--- src/rtl/jtag_master_p2b_converter.sv ---
`default_nettype none
// ============================================================================
// Module   : jtag_master_p2b_converter
// Purpose  : Packets-to-bytes converter for the JTAG master bridge response
//            path. Turns an Avalon-ST packet stream (with channel) into a
//            flat byte stream carrying in-band framing characters:
//              0x7A SOP, 0x7B EOP, 0x7C channel, 0x7D escape.
//            Bytes 0x7A..0x7D in channel or data positions are sent as
//            0x7D followed by (byte ^ 0x20).
// Ports    : clk, reset (async, active-high)
//            in_ready/in_valid/in_data/in_startofpacket/in_endofpacket/
//            in_channel : packet-side sink
//            out_ready/out_valid/out_data : byte-side source (registered)
// Config   : P2B_CHANNEL_EN - when defined, channel markers are emitted on
//            SOP beats whose channel differs from the last one sent.
//            When undefined, in_channel is ignored entirely.
// Revision : 1.0 - initial release
// ============================================================================
module jtag_master_p2b_converter (
  input  logic       clk,
  input  logic       reset,
  output logic       in_ready,
  input  logic       in_valid,
  input  logic [7:0] in_data,
  input  logic       in_startofpacket,
  input  logic       in_endofpacket,
  input  logic [7:0] in_channel,
  input  logic       out_ready,
  output logic       out_valid,
  output logic [7:0] out_data
);

  localparam logic [7:0] C_SOP_CHAR = 8'h7A;
  localparam logic [7:0] C_EOP_CHAR = 8'h7B;
  localparam logic [7:0] C_CH_CHAR  = 8'h7C;
  localparam logic [7:0] C_ESC_CHAR = 8'h7D;
  localparam logic [7:0] C_ESC_XOR  = 8'h20;

  // State names the byte that will be loaded into the output register next.
  // The encoding order matches the emission order so steps can be skipped
  // by magnitude comparison.
  typedef enum logic [3:0] {
    IDLE     = 4'd0,
    CH_MARK  = 4'd1,
    CH_ESC   = 4'd2,
    CH_BYTE  = 4'd3,
    SOP_MARK = 4'd4,
    EOP_MARK = 4'd5,
    D_ESC    = 4'd6,
    DATA     = 4'd7
  } state_t;

  function automatic logic needs_esc(input logic [7:0] b);
    return (b >= 8'h7A) && (b <= 8'h7D);
  endfunction

  // First step at or after 'from' whose condition holds; DATA always holds.
  function automatic state_t step_from(
    input state_t from,
    input logic   need_ch,
    input logic   ch_esc,
    input logic   sop,
    input logic   eop,
    input logic   d_esc
  );
    state_t s;
    s = DATA;
    if ((from <= D_ESC)    && d_esc)             s = D_ESC;
    if ((from <= EOP_MARK) && eop)               s = EOP_MARK;
    if ((from <= SOP_MARK) && sop)               s = SOP_MARK;
    if ((from <= CH_BYTE)  && need_ch)           s = CH_BYTE;
    if ((from <= CH_ESC)   && need_ch && ch_esc) s = CH_ESC;
    if ((from <= CH_MARK)  && need_ch)           s = CH_MARK;
    return s;
  endfunction

  function automatic state_t succ(input state_t s);
    state_t n;
    case (s)
      IDLE:     n = CH_MARK;
      CH_MARK:  n = CH_ESC;
      CH_ESC:   n = CH_BYTE;
      CH_BYTE:  n = SOP_MARK;
      SOP_MARK: n = EOP_MARK;
      EOP_MARK: n = D_ESC;
      default:  n = DATA;
    endcase
    return n;
  endfunction

  // Holding register
  logic       r_held;
  logic [7:0] r_data;
  logic       r_sop;
  logic       r_eop;
  state_t     r_state;

  logic       w_load;
  logic       w_accept;
  logic       w_have;
  logic [7:0] w_cur_data;
  logic       w_cur_sop;
  logic       w_cur_eop;
  logic [7:0] w_cur_chan;
  logic       w_need_ch;
  logic       w_ch_esc;
  logic       w_in_need_ch;
  state_t     w_in_first;
  state_t     w_cur_state;
  state_t     w_next;
  logic [7:0] w_byte;

  assign w_load   = !out_valid || out_ready;
  // Combinational from out_ready so a new beat can be taken on the same edge
  // that the final DATA byte of the held beat is loaded.
  assign in_ready = !reset && (!r_held || ((r_state == DATA) && w_load));
  assign w_accept = in_valid && in_ready;

  // With nothing held, an accepted beat is encoded straight from the inputs
  // so its first byte appears the cycle after acceptance.
  assign w_have     = r_held || w_accept;
  assign w_cur_data = r_held ? r_data : in_data;
  assign w_cur_sop  = r_held ? r_sop  : in_startofpacket;
  assign w_cur_eop  = r_held ? r_eop  : in_endofpacket;

`ifdef P2B_CHANNEL_EN
  logic [7:0] r_chan;
  logic [7:0] r_last_channel;
  logic       r_chan_known;

  assign w_cur_chan   = r_held ? r_chan : in_channel;
  assign w_need_ch    = w_cur_sop && (!r_chan_known || (w_cur_chan != r_last_channel));
  assign w_ch_esc     = needs_esc(w_cur_chan);
  assign w_in_need_ch = in_startofpacket &&
                        (!r_chan_known || (in_channel != r_last_channel));
  assign w_in_first   = step_from(CH_MARK, w_in_need_ch, needs_esc(in_channel),
                                  in_startofpacket, in_endofpacket, needs_esc(in_data));
`else
  logic w_unused_channel;

  assign w_unused_channel = ^in_channel;
  assign w_cur_chan       = 8'h00;
  assign w_need_ch        = 1'b0;
  assign w_ch_esc         = 1'b0;
  assign w_in_need_ch     = 1'b0;
  assign w_in_first       = step_from(CH_MARK, 1'b0, 1'b0, in_startofpacket,
                                      in_endofpacket, needs_esc(in_data));
`endif

  assign w_cur_state = r_held ? r_state : w_in_first;
  assign w_next      = step_from(succ(w_cur_state), w_need_ch, w_ch_esc,
                                 w_cur_sop, w_cur_eop, needs_esc(w_cur_data));

  always_comb begin
    w_byte = 8'h00;
    case (w_cur_state)
      CH_MARK:  w_byte = C_CH_CHAR;
      CH_ESC:   w_byte = C_ESC_CHAR;
      CH_BYTE:  w_byte = w_ch_esc ? (w_cur_chan ^ C_ESC_XOR) : w_cur_chan;
      SOP_MARK: w_byte = C_SOP_CHAR;
      EOP_MARK: w_byte = C_EOP_CHAR;
      D_ESC:    w_byte = C_ESC_CHAR;
      DATA:     w_byte = needs_esc(w_cur_data) ? (w_cur_data ^ C_ESC_XOR) : w_cur_data;
      default:  w_byte = 8'h00;
    endcase
  end

  always_ff @(posedge clk or posedge reset) begin
    if (reset) begin
      r_held    <= 1'b0;
      r_data    <= 8'h00;
      r_sop     <= 1'b0;
      r_eop     <= 1'b0;
      r_state   <= IDLE;
      out_valid <= 1'b0;
      out_data  <= 8'h00;
`ifdef P2B_CHANNEL_EN
      r_chan         <= 8'h00;
      r_last_channel <= 8'h00;
      r_chan_known   <= 1'b0;
`endif
    end else begin
      if (w_load) begin
        out_valid <= w_have;
        if (w_have) begin
          out_data <= w_byte;
`ifdef P2B_CHANNEL_EN
          if (w_cur_state == CH_BYTE) begin
            r_last_channel <= w_cur_chan;
            r_chan_known   <= 1'b1;
          end
`endif
          if (w_cur_state == DATA) begin
            if (r_held && w_accept) begin
              // Held beat finishes; the next beat is captured on this edge.
              r_held  <= 1'b1;
              r_data  <= in_data;
              r_sop   <= in_startofpacket;
              r_eop   <= in_endofpacket;
              r_state <= w_in_first;
`ifdef P2B_CHANNEL_EN
              r_chan  <= in_channel;
`endif
            end else begin
              r_held  <= 1'b0;
              r_state <= IDLE;
            end
          end else begin
            r_held  <= 1'b1;
            r_state <= w_next;
            if (!r_held) begin
              r_data <= in_data;
              r_sop  <= in_startofpacket;
              r_eop  <= in_endofpacket;
`ifdef P2B_CHANNEL_EN
              r_chan <= in_channel;
`endif
            end
          end
        end
      end else if (w_accept) begin
        // Output stalled with nothing held: park the beat for later.
        r_held  <= 1'b1;
        r_data  <= in_data;
        r_sop   <= in_startofpacket;
        r_eop   <= in_endofpacket;
        r_state <= w_in_first;
`ifdef P2B_CHANNEL_EN
        r_chan  <= in_channel;
`endif
      end
    end
  end

endmodule
`default_nettype wire

--- config.mk ---
export PLATFORM = sky130hd
export DESIGN_NAME = jtag_master_p2b_converter
export DESIGN_NICKNAME = d
export VERILOG_FILES = /design/src/rtl/jtag_master_p2b_converter.sv
export SDC_FILE = /design/constraint.sdc
export NUM_CORES = 1
export LEC_CHECK = 0
export ABC_AREA = 1
export BUFFER_PORTS_ARGS = -buffer_cell sky130_fd_sc_hd__buf_4
export CORE_MARGIN = 8
export CORE_UTILIZATION = 35
export DETAILED_ROUTE_END_ITERATION = 8
export PLACE_DENSITY_LB_ADDON = 0.1
export SYNTH_ARGS = -nofsm -noshare
export SYNTH_HDL_FRONTEND = slang
export SYNTH_SLANG_ARGS = --single-unit
--- constraint.sdc ---
create_clock -name clk -period 3.6 [get_ports clk]
set_input_delay 0.72 -clock clk [delete_from_list [all_inputs] [get_ports clk]]
set_output_delay 0.72 -clock clk [all_outputs]
set_load 0.01 [all_outputs]
==> implementation parameters <==
Parameter                              Value

Clock network
  Number of setup buffers added after CTS ... 0
  CTS tree ... done
  Resize count post-CTS ... 0
  # hold bufs at CTS ... 0
  Number of sinks handled by clock tree synthesis ... 21
  Reg clk slew, reported paths ... 0.08 ns
  Worst-Skew Late Latency ... between 0.2 and 0.3 ns
  Clock buffers created by TritonCTS ... 3
  H-tree depth ... 1
  Clock tree root driver cell ... sky130_fd_sc_hd__clkbuf_8
  Clk buf depth ... 2

Outcome
  Outcome ... finished, final reports clean

Yosys
  Share of cell area taken by muxes after synthesis ... 0%
  Average cell area after synthesis ... slightly below 7 um2
  Synth warn ... 0
  Share of synthesized cell area in full adder, half adder and majority cells ... 0%
  Combined area of all synthesized cells ... around 1400 um2
  Main combinational cell family by area after synthesis ... simple AND/OR/NAND/NOR gates
  Count of state elements after synthesis ... 21
  Synthesized-area fraction occupied by ao, oa, aoi and oai cells ... 7.23%
  Nets in the synthesized netlist ... 224
  Mapped Cells ... between 200 and 250
  Distinct cell type count after synthesis ... 26
  Proportion of synthesized chip area in sequential cells ... between 30% and 40%
  Fraction of synthesized cell area in xor and xnor cells ... 0%
  Basic-gate share of the synthesized area counting and, or, nand and nor cells ... 44.4%

Route
  Total Wirelength ... 3350 um
  DR vias ... roughly 1.3k
  First-pass iteration count of the detailed router ... 4
  Iteration-0 DRC Markers ... 84
  Antenna Violating Nets Remaining ... 0
  Number of design rule violations left after detail routing ... 0
  Avg Vias per Cell ... approximately 4.5
  Avg WL per Cell ... 12.1 um

Worst setup path
  Worst Path Max Fanout ... 20
  Setup Crit Path Kind ... flip-flop to output port
  Category of the worst setup path capture point ... output port
  Arr. time, crit path ... ~1.7 ns
  Cells on worst reg2reg path ... 10
  Req. time, crit path ... 2.88 ns
  Startpoint types ... flip-flop

Timing
  Least setup slack across all paths after layout ... 1.19 ns
  Worst slew margin ... 51.0%
  Max-slew violation total from the final report ... 0
  Crit share post-route ... 66.8%
  Max Clock Skew ... between 0.007 and 0.008 ns
  Achievable Freq ... 416 MHz
  # setup viols final ... 0
  Unrepaired setup endpoints after global routing ... false
  Accumulated negative setup slack ... 0 ns
  Time the worst path needs with I/O delays and setup ... 2.41 ns
  Transition at the pin with the smallest max-transition slack ... ~0.74 ns
  Final-report hold violation count ... 0

Global routing
  Via count of the first global-routing pass ... 1238
  Remaining global-route overflow ... 0
  First-pass GRT wire length ... 5780 um
  Maximum number of pins on one net before global-route repair ... 21
  Gr usage total ... between 10% and 20%
  Initial antenna violation count ... 0

Placement
  Last weighted congestion value of the routability-driven placer ... a little under 0.8
  Post-Place Worst Slack ... 1.30 ns
  Instance area at placement ... 1590 um2
  Count of input and output buffers ... 23
  Detailed-placement wirelength estimate ... 2580 um

Cells and area
  Syn-to-layout area delta ... 17.8%
  Post-Layout Inst Area ... 1630 um2
  Filler cell count in the final layout ... 441
  Number of diodes added for antenna fixing ... 0
  Total area of multi-input combinational cells ... 716 um2
  Area of all sequential standard cells ... about 530 um2
  Final layout net count ... 249
  Share of layout cells above drive strength 1 ... 21.2%
  Core utilization of the finished layout ... 41.7%

Floorplanning
  Initial standard-cell utilization of the core ... a little over a third
  Core Region ... 3910 um2
  Die ar. ... between 6000 and 7000 um2
  Number of placed I/O pins ... 32
  Die height ... 78.9 um
  Die X-Extent ... 78.9 um
  Site Rows ... 23

Power and ir drop
  PD cells ... roughly 840 nW/um2
  Leakage Power ... 0.886 nW
  Worst vdd ir ... 0.295 mV
  Final total power ... 0.00137 W

Min path
  Hold Crit Class ... input pin to asynchronous set/reset pin

Flow run
  Max-capacitance violation count ... 0
==> final cells by class <==
cell class,count,area share [%]
multi-input cells,152,43.9
flip-flops and latches,21,32.2
repair buffers,24,11.0
clock inverters,1,0.307
clock buffers,3,2.53
well taps,50,3.83
inverters,25,6.21
==> metal layers <==
| metal | global-route usage, % | wire length [um] | up-vias |
|---|---|---|---|
| met5 | 0 | 0 | - |
| met4 | 3.33 | 17 | 0 |
| met3 | 2.48 | 192 | 2 |
| met2 | 18.1 | 1480 | 23 |
| met1 | 15.1 | 1660 | 549 |
| li1 | - | - | 678 |
==> kinds of logic (layout without fill, tap and decap cells) <==
kind of cell,after synthesis,after routing
AOI/OAI and AO/OA,17,17
buffers and inverters,29,53
DFF,21,21
and+or+nand+nor,135,135
==> critical path: stages (launching register included) <==
cell,delay [ns]
sky130_fd_sc_hd__dfrtp_1,0.82
sky130_fd_sc_hd__inv_2,0.21
sky130_fd_sc_hd__nor2_1,0.19
sky130_fd_sc_hd__nor2_2,0.06
sky130_fd_sc_hd__buf_4,0.14
==> state kept, by name (all words and copies together) (netlist names) <==
signal     count
r_state        3
out_valid      1
out_data       8
r_eop          1
r_data         8
==> worst paths after layout <==
| path | from | slack (ns) | to |
|---|---|---|---|
| setup / recovery | r_state[2] | 1.19 | in_ready |
| hold / removal | reset | 0.47 | out_data[0] |
| setup reg to reg | r_state[2] | 1.51 | r_data[2] |
| hold reg to reg | out_data[7] | 0.49 | out_data[7] |
| max in group asynchronous | reset | 2.58 | r_eop |
| min in group clk | out_data[7] | 0.49 | out_data[7] |
==> power breakdown <==
group | switching (W) | internal (W)
combinational | 0.000489 | 0.000285
sequential | 0.0000923 | 0.000347
clock | 0.0000804 | 0.0000771
total | 0.000662 | 0.000709
==> placed cells by master, fill, tap and decap left out <==
cell,netlist,routed
sky130_fd_sc_hd__nand2_1,90,90
sky130_fd_sc_hd__clkinv_2,0,1
sky130_fd_sc_hd__or2_1,1,1
sky130_fd_sc_hd__nor2_4,2,2
sky130_fd_sc_hd__inv_2,3,3
sky130_fd_sc_hd__nand2_4,3,3
sky130_fd_sc_hd__inv_4,1,1
sky130_fd_sc_hd__nor2_1,13,13
sky130_fd_sc_hd__clkbuf_8,0,3
sky130_fd_sc_hd__buf_4,0,24
sky130_fd_sc_hd__o21ai_2,1,1
sky130_fd_sc_hd__a21oi_1,3,3
sky130_fd_sc_hd__nand3_1,17,17
sky130_fd_sc_hd__o21ai_1,6,6
sky130_fd_sc_hd__dfrtp_1,21,21
sky130_fd_sc_hd__nand2_8,1,1
sky130_fd_sc_hd__nand4_1,1,1
sky130_fd_sc_hd__nand3_2,3,3
sky130_fd_sc_hd__o21ai_0,2,2
sky130_fd_sc_hd__inv_6,1,1
sky130_fd_sc_hd__a21oi_2,1,1
sky130_fd_sc_hd__a41oi_1,1,1
sky130_fd_sc_hd__o22ai_1,3,3
sky130_fd_sc_hd__nor2_2,1,1
sky130_fd_sc_hd__nand2_2,3,3
sky130_fd_sc_hd__inv_1,20,20
==> synthesized netlist by cell type <==
master,number,area share (%)
sky130_fd_sc_hd__nand2_2,3,1.4
sky130_fd_sc_hd__a21oi_1,3,1.1
sky130_fd_sc_hd__inv_6,1,0.63
sky130_fd_sc_hd__buf_8,1,1.1
sky130_fd_sc_hd__a21oi_2,1,0.63
sky130_fd_sc_hd__nor2_1,13,3.5
sky130_fd_sc_hd__nand2_8,1,1.4
sky130_fd_sc_hd__nand3_2,3,2.2
sky130_fd_sc_hd__nand2_1,90,24
sky130_fd_sc_hd__nor2_2,1,0.45
sky130_fd_sc_hd__buf_6,2,1.6
sky130_fd_sc_hd__nand3_1,17,6.1
sky130_fd_sc_hd__dfrtp_1,21,38
sky130_fd_sc_hd__o21ai_1,6,2.2
sky130_fd_sc_hd__o21ai_2,1,0.63
sky130_fd_sc_hd__a41oi_1,1,0.63
sky130_fd_sc_hd__inv_1,20,5.4
sky130_fd_sc_hd__o21ai_0,2,0.72
sky130_fd_sc_hd__nand4_1,1,0.45
sky130_fd_sc_hd__nor2_4,2,1.6
sky130_fd_sc_hd__o22ai_1,3,1.4
sky130_fd_sc_hd__buf_2,1,0.36
sky130_fd_sc_hd__or2_1,1,0.45
sky130_fd_sc_hd__nand2_4,3,2.4
sky130_fd_sc_hd__inv_2,3,0.81
sky130_fd_sc_hd__inv_4,1,0.45
==> metrics by stage <==
stage | cells | hold WS (ns)
floorplan | 202 | 0.449
global placement | 272 | 0.464
detailed placement | 272 | 0.468
CTS | 276 | 0.479
global route | 276 | 0.499
finish | 276 | 0.465
No activity file was read; power rests on OpenSTA's default activity.
